[src/rtl/board_sequencer.sv]
// Run controller for the marble board: drops one ball at a time from the
// blue/red supplies, records each landed ball's colour in the tray, and
// ends the run on supply exhaustion or on a lost ball.
//
// state   | meaning
// --------+-------------------------------------------------------------
// IDLE    | after reset, waiting for start
// RELEASE | one cycle: pulse the release for sel_color, or end if empty
// FLIGHT  | ball on the board, waiting for a lever hit or timeout
// HALT    | run finished, everything held until start
module board_sequencer #(
    parameter int AMOUNT_BLUE    = 8,
    parameter int AMOUNT_RED     = 8,
    parameter int TRAY_DEPTH     = 16,
    parameter int TIMEOUT_CYCLES = 1024
) (
    input  logic                  clk,
    input  logic                  rst,
    input  logic                  start,
    input  logic                  start_color,
    input  logic                  blue_req,
    input  logic                  red_req,
    output logic                  blue_release,
    output logic                  red_release,
    output logic                  in_flight,
    output logic                  current_color,
    output logic [4:0]            blues_left,
    output logic [4:0]            reds_left,
    output logic [TRAY_DEPTH-1:0] tray,
    output logic [5:0]            tray_count,
    output logic                  done,
    output logic                  timeout
);

    typedef enum logic [1:0] {IDLE, RELEASE, FLIGHT, HALT} state_t;

    localparam logic [4:0]  BLUE_INIT  = 5'(AMOUNT_BLUE);
    localparam logic [4:0]  RED_INIT   = 5'(AMOUNT_RED);
    localparam logic [5:0]  TRAY_SLOTS = 6'(TRAY_DEPTH);
    localparam logic [15:0] TIMER_LAST = 16'(TIMEOUT_CYCLES - 1);

    state_t      state, state_next;
    logic        sel_color;
    logic [15:0] timer;
    logic        blue_req_q, red_req_q;
    logic        blue_ev, red_ev;
    logic        capture_start, reload, fire, empty_end, land, land_color, lost;
    logic        supply_ok;

    assign blue_ev   = blue_req & ~blue_req_q;
    assign red_ev    = red_req & ~red_req_q;
    assign supply_ok = sel_color ? (reds_left != 5'd0) : (blues_left != 5'd0);

    // State register.
    always_ff @(posedge clk) begin
        if (rst) state <= IDLE;
        else     state <= state_next;
    end

    // Next-state decode and per-state control strobes.
    always_comb begin
        state_next    = state;
        blue_release  = 1'b0;
        red_release   = 1'b0;
        in_flight     = 1'b0;
        capture_start = 1'b0;
        reload        = 1'b0;
        fire          = 1'b0;
        empty_end     = 1'b0;
        land          = 1'b0;
        land_color    = 1'b0;
        lost          = 1'b0;
        case (state)
            IDLE: begin
                if (start) begin
                    capture_start = 1'b1;
                    state_next    = RELEASE;
                end
            end
            RELEASE: begin
                if (supply_ok) begin
                    fire         = 1'b1;
                    blue_release = ~sel_color;
                    red_release  = sel_color;
                    state_next   = FLIGHT;
                end else begin
                    empty_end  = 1'b1;
                    state_next = HALT;
                end
            end
            FLIGHT: begin
                in_flight = 1'b1;
                if (blue_ev || red_ev) begin
                    // Blue takes priority when both levers rise together.
                    land       = 1'b1;
                    land_color = ~blue_ev;
                    state_next = RELEASE;
                end else if (timer == TIMER_LAST) begin
                    lost       = 1'b1;
                    state_next = HALT;
                end
            end
            HALT: begin
                if (start) begin
                    capture_start = 1'b1;
                    reload        = 1'b1;
                    state_next    = RELEASE;
                end
            end
            default: state_next = IDLE;
        endcase
    end

    // Supplies, tray, flight timer and run status.
    always_ff @(posedge clk) begin
        if (rst) begin
            blue_req_q    <= 1'b0;
            red_req_q     <= 1'b0;
            sel_color     <= 1'b0;
            current_color <= 1'b0;
            blues_left    <= BLUE_INIT;
            reds_left     <= RED_INIT;
            tray          <= '0;
            tray_count    <= '0;
            timer         <= '0;
            done          <= 1'b0;
            timeout       <= 1'b0;
        end else begin
            blue_req_q <= blue_req;
            red_req_q  <= red_req;
            if (capture_start) sel_color <= start_color;
            if (reload) begin
                blues_left <= BLUE_INIT;
                reds_left  <= RED_INIT;
                tray       <= '0;
                tray_count <= '0;
                done       <= 1'b0;
                timeout    <= 1'b0;
            end
            if (fire) begin
                if (sel_color) reds_left  <= reds_left - 5'd1;
                else           blues_left <= blues_left - 5'd1;
                current_color <= sel_color;
                timer         <= '0;
            end else if (state == FLIGHT) begin
                timer <= timer + 16'd1;
            end
            if (land) begin
                sel_color <= land_color;
                // Slots are cleared before a run, so OR-ing in the bit is a write.
                if (tray_count < TRAY_SLOTS) begin
                    tray       <= tray | (TRAY_DEPTH'(current_color) << tray_count);
                    tray_count <= tray_count + 6'd1;
                end
            end
            if (empty_end) done <= 1'b1;
            if (lost) begin
                done    <= 1'b1;
                timeout <= 1'b1;
            end
        end
    end

endmodule

[config.mk]
export PLATFORM = sky130hd
export DESIGN_NAME = board_sequencer
export DESIGN_NICKNAME = d
export VERILOG_FILES = /design/src/rtl/board_sequencer.sv
export SDC_FILE = /design/constraint.sdc
export NUM_CORES = 1
export LEC_CHECK = 0
export CAP_MARGIN = 40
export CORE_MARGIN = 2
export CORE_UTILIZATION = 40
export CTS_CLUSTER_DIAMETER = 80
export CTS_CLUSTER_SIZE = 20
export DETAILED_ROUTE_END_ITERATION = 7
export HOLD_SLACK_MARGIN = 0.02
export PLACE_DENSITY = 0.61
export SYNTH_ARGS = -nofsm -noshare
export SYNTH_HDL_FRONTEND = slang
export SYNTH_SLANG_ARGS = --single-unit
[constraint.sdc]
create_clock -name clk -period 5.3 [get_ports clk]
set_input_delay 1.06 -clock clk [delete_from_list [all_inputs] [get_ports clk]]
set_output_delay 1.06 -clock clk [all_outputs]
set_load 0.005 [all_outputs]
# --- After elaboration in Yosys (flattened, before gate mapping) ---
# Index checks and enable logic that the tools add are counted.
classes:
  n_addsub: 4
  magnitude_cmp: 1
  eq_ne: 6
  shift: 1
  n_mux: 43
  bitwise: 7
  n_reduce_logical: 10
op_table:
  columns: ["op", "count"]
  rows:
  - ["16-bit two-way mux", 3]
  - ["5-bit two-way mux", 6]
  - ["1-bit two-way mux", 27]
  - ["6-bit two-way mux", 3]
  - ["16-bit by 1-bit adder with 16-bit output, second input constant", 1]
  - ["16-bit by 10-bit == test with 1-bit output, second input constant", 1]
  - ["16-bit OR", 1]
  - ["1-bit by 6-bit left shift with 16-bit output", 1]
  - ["5-bit nonzero test", 2]
  - ["5-bit by 1-bit subtractor with 5-bit output, second input constant", 2]
  - ["6-bit by 1-bit adder with 6-bit output, second input constant", 1]
  - ["6-bit by 5-bit less-than comparator with 1-bit output, second input constant", 1]
  - ["2-bit two-way mux", 3]
  - ["2-bit case mux with 3 select lines", 1]
  - ["2-bit == test, second input constant", 2]
  - ["1-bit inverter", 4]
  - ["2-bit nonzero test", 2]
  - ["2-bit OR reduction", 2]
  - ["3-bit != test, second input constant", 1]
  - ["3-bit nonzero test", 1]
  - ["1-bit bitwise AND", 2]
  - ["2-bit by 1-bit == test with 1-bit output, second input constant", 1]
  - ["2-bit zero test", 1]
  - ["2-bit by 1-bit != test with 1-bit output, second input constant", 1]
  - ["other kinds (2)", 2]
totals:
  ff_bits: 56
  inputBits: 6
  output_inout_bits: 38
  word_cells: 84

# --- Logic depth before layout (Yosys ltp) ---
logic_depth:
  depth_word: 6
  mapped_depth: 9

# --- Worst setup path before layout ---
# No wires, ideal clock.
synth_timing:
  path_type: "flip-flop to output port"
  from: "reg blues_left[0]"
  to: "out blue_release"
  arrival_time_ps: 1331
  required_ps: 4240
  setup_slack_ps: 2909
  stages_incl_launch_ff: 6
  n_path_buf: 0
  cell_sequence: "dfxtp_1 -> inv_1 -> ha_1 -> or3b_2 -> o21ai_2 -> inv_1"
synth_via:
  elab_chain_cells: 4
synth_lines:
  columns: ["item", "line_no", "text"]
  rows:
  - ["start, declared", "27", "output logic [4:0] blues_left,"]
  - ["start signal, assigned", "142", "else blues_left <= blues_left - 5'd1;"]
  - ["5-bit nonzero test", "52", "assign supply_ok = sel_color ? (reds_left != 5'd0) : (blues_left != 5'd0);"]
  - ["1-bit two-way mux", "52", null]
  - ["1-bit two-way mux", "81", "if (supply_ok) begin"]
  - ["1-bit two-way mux", "73", "case (state)"]
  - ["end, declared", "23", "output logic blue_release,"]
# No other way between the ends.

# --- Worst setup path in the final report ---
# Same ends and word-level chain as after synthesis.

==> flow_metrics.py <==
metrics = {
    "run_status": {
        "outcome": "finished, final reports clean",
    },
    "floorplan": {
        "die_w_um": 83.41,
        "core_area_um2": 5991,
        "initial_utilization_pct": 42.11,
        "die_h_um": 83.41,
        "rows": 28,
        "dieArea_um2": 6957,
        "io_pins": 44,
    },
    "critical_path": {
        "critPathBufInv": 3,
        "slowest_delay_ns": 0.49,
        "cp.required_ns": 4.24,
        "arrival_ns": 2.30,
        "r2r_setup_slack_ns": 2.54,
        "crit-reg2reg-capture": "tray_count[3]",
        "cp_common_cell": "inv_1",
        "crit_type": "reg2out",
        "crit_chain": "inv_1 > ha_1 > or3b_2 > o21ai_2 > inv_1 > clkdlybuf4s50_1",
        "critPathLaunchType": "register",
        "crit_family": "buffers and inverters",
        "cp_slowest_cell": "or3b_2",
        "rr_worst_depth": 6,
        "endpoint_kind": "output pin",
        "rr_startpoint": "state[1]",
        "crit_path_max_fanout": 6,
    },
    "yosys": {
        "synth-seq-cells": 56,
        "seq_area_frac_synth_pct": 44.44,
        "yosys_most_used_dff": "dfxtp_1",
        "synth_fp_nets": 302,
        "synth_edf_count": 0,
        "synth_cell_type_count": 46,
        "syn_area_um2": 2522,
        "synth_area_per_cell_um2": 8.728,
        "syn_inst": 289,
        "synth_async_sr_flop_share_pct": 0,
        "yosys_warnings": 0,
    },
    "sta": {
        "setup_viol": 0,
        "setup_tns_ns": 0,
        "rsz0062_at_grt": "no",
        "max_freq_ghz": 0.2976,
        "worstMarginPinSlew_ns": 0.7072,
        "layout_min_cycle_time_ns": 3.361,
        "setup_slack_ns": 1.939,
        "slew_violations": 0,
        "hold_viol": 0,
        "clock_skew_ns": 0.01034,
        "finalHoldWorstSlack_ns": 0.4623,
        "period_share_pct": 63.41,
        "slew_headroom_pct": 52.80,
    },
    "routing": {
        "dr.pass1.iters": 4,
        "vias_per_cell": 5.233,
        "wire_per_inst_um": 13.00,
        "antenna_left": 0,
        "vias": 2109,
        "wirelength_mm": 5.238,
        "first_iter_violations": 92,
        "drc": 0,
    },
    "grt": {
        "grtUsageTotal_pct": 15.21,
        "grt_start_max_net_pins": 21,
        "grt_pass1_wl_mm": 8.921,
        "grt_pass1_vias": 1956,
        "grt-ovfl-total": 0,
        "antenna_found_initial": 0,
    },
    "clocking": {
        "cts_made_buffers": 5,
        "cts_sinks": 56,
        "cts_resized": 0,
        "clkTransAtPathRegs_ns": 0.09,
        "cts_hold_buf": 0,
        "tritoncts": "yes",
        "cts_root_buffer": "clkbuf_8",
        "cts-htree-levels": 2,
        "post_cts_buffers": 0,
        "cts_max_path_buffers": 2,
        "clk_latency_ns": 0.30,
    },
    "layout": {
        "multiInputGateArea_um2": 1280,
        "regArea_um2": 1121,
        "num-fill-cells": 587,
        "drive_gt1_share_pct": 5.183,
        "stdcell_area_um2": 3063,
        "nets": 341,
        "antennaDiodeCount": 0,
        "area_growth_pct": 21.43,
        "final_util_pct": 51.13,
    },
    "pwr": {
        "netSwitchingFraction_pct": 31.73,
        "seqPwrFrac_pct": 49.2,
        "p_int_uw": 689.3,
        "clockPowerShare_pct": 21.4,
        "p_leak_uw": 0.001028,
        "p_comb_share_pct": 29.4,
        "ir_drop_uv": 189.6,
        "powerDensity_nw_per_um2": 329.7,
        "p_sw_uw": 320.4,
    },
    "hold_path": {
        "holdCritPathClass": "reg2reg",
        "hold_end": "timeout",
        "min-delay-start": "timeout",
        "hold_depth": 2,
    },
    "placement": {
        "dpl_worst_slack_ns": 1.979,
        "dp_hpwl_mm": 3.811,
        "place_area_um2": 2985,
        "place_congestion": 0.7850,
        "io_buffers": 43,
    },
    "flow_run": {
        "maxCapViolCount": 0,
    },
}
synth_stat cells (3+ instances only):
library cell | n | area share (%)
clkbuf_1 | 9 | 1.3
nand2_1 | 24 | 3.6
or3_1 | 3 | 0.74
o211ai_1 | 3 | 0.89
o21ai_0 | 6 | 1.2
xnor2_1 | 12 | 4.2
o21a_1 | 14 | 4.2
nor3_1 | 15 | 3.0
nor2_1 | 34 | 5.1
nand4_1 | 6 | 1.5
dfxtp_1 | 56 | 44
and3_1 | 3 | 0.74
nand3_1 | 12 | 2.4
ha_1 | 7 | 3.5
nor2b_1 | 8 | 2.0
xor2_1 | 4 | 1.4
nor4_1 | 8 | 2.0
inv_1 | 12 | 1.8
a21oi_1 | 14 | 2.8
sequential cells by signal, indices dropped and copies added, names as in the netlist:
name and count:
tray 16, red_req_q 1, timer 16, sel_color 1, blue_req_q 1, current_color 1, blues_left 5, done 1
state 2, timeout 1, reds_left 5, tray_count 6
metal layers:
metal	part of all wire, %	track usage (%)
met1	49	20.20
met2	45	24.71
met3	4.5	3.280
met4	1.4	4.839
met5	0	0
cell type report:
type	instances	area share (%)
Multi-Input combinational cell	208	41.79
Timing Repair Buffer	45	14.54
Sequential cell	56	36.60
Inverter	12	1.471
Clock buffer	6	2.369
Clock inverter	1	0.1634
Tap cell	75	3.064
metrics by stage:
| stage | std cells | power, uW |
|---|---|---|
| final | 403 | 1010 |
| after global routing | 403 | 1077 |
| after CTS | 403 | 1023 |
| after detailed placement | 396 | 806.4 |
| after global placement | 395 | 801.4 |
| after floorplan | 289 | 707.1 |
layout by cell type, fill, tap and decap left out, drive strengths merged, types with 6 or more instances in the layout:
master / synthesis / final
a21oi: 14 / 14
clkbuf: 9 / 6
clkdlybuf4s50: 0 / 43
dfxtp: 56 / 56
ha: 7 / 7
inv: 12 / 12
nand2: 24 / 24
nand3: 12 / 12
nand4: 6 / 6
nor2: 34 / 34
nor2b: 9 / 9
nor3: 15 / 15
nor4: 8 / 8
o21a: 14 / 14
o21ai: 7 / 7
xnor2: 12 / 12
worst max-delay path by stage:
| stage | from | end | slack, ns | depth (start not counted) |
|---|---|---|---|---|
| after floorplan | blues_left[0] | blue_release | 2.91 | 5 |
| after global placement | blue_req | tray_count[3] | 1.79 | 5 |
| after detailed placement | blue_req | tray_count[3] | 1.98 | 6 |
| after global routing | state[1] | blue_release | 1.76 | 6 |
| after CTS | blues_left[0] | blue_release | 1.90 | 6 |
| final | blues_left[0] | blue_release | 1.94 | 6 |
tightest hold or removal path, delay by kind of cell, from the launching register on:
family | cells | cell delay [ns]
flip-flops | 1 | 0.32
AND/OR/NAND/NOR | 1 | 0.05
AO/OA/AOI/OAI | 1 | 0.05
power groups by stage:
stage	logic, uW	registers, uW	clock network, uW
after global placement	295	507	0
after floorplan	208	499	0
final	297	496	216
after CTS	301	497	225
after detailed placement	300	507	0
after global routing	335	504	238
kinds of logic (layout without fill, tap and decap cells):
| group | Yosys count | in the layout | share of synthesized area [%] |
|---|---|---|---|
| buffers and inverters | 25 | 64 | 4.811 |
| muxes | 4 | 4 | 1.686 |
| AOI/OAI and AO/OA | 52 | 52 | 13.99 |
| xor gates and xnor gates | 16 | 16 | 5.555 |
| adders and majority gates | 7 | 7 | 3.472 |
| and+or+nand+nor | 129 | 129 | 26.04 |
| DFF | 56 | 56 | 44.44 |
No activity file was read; power rests on OpenSTA's default activity.
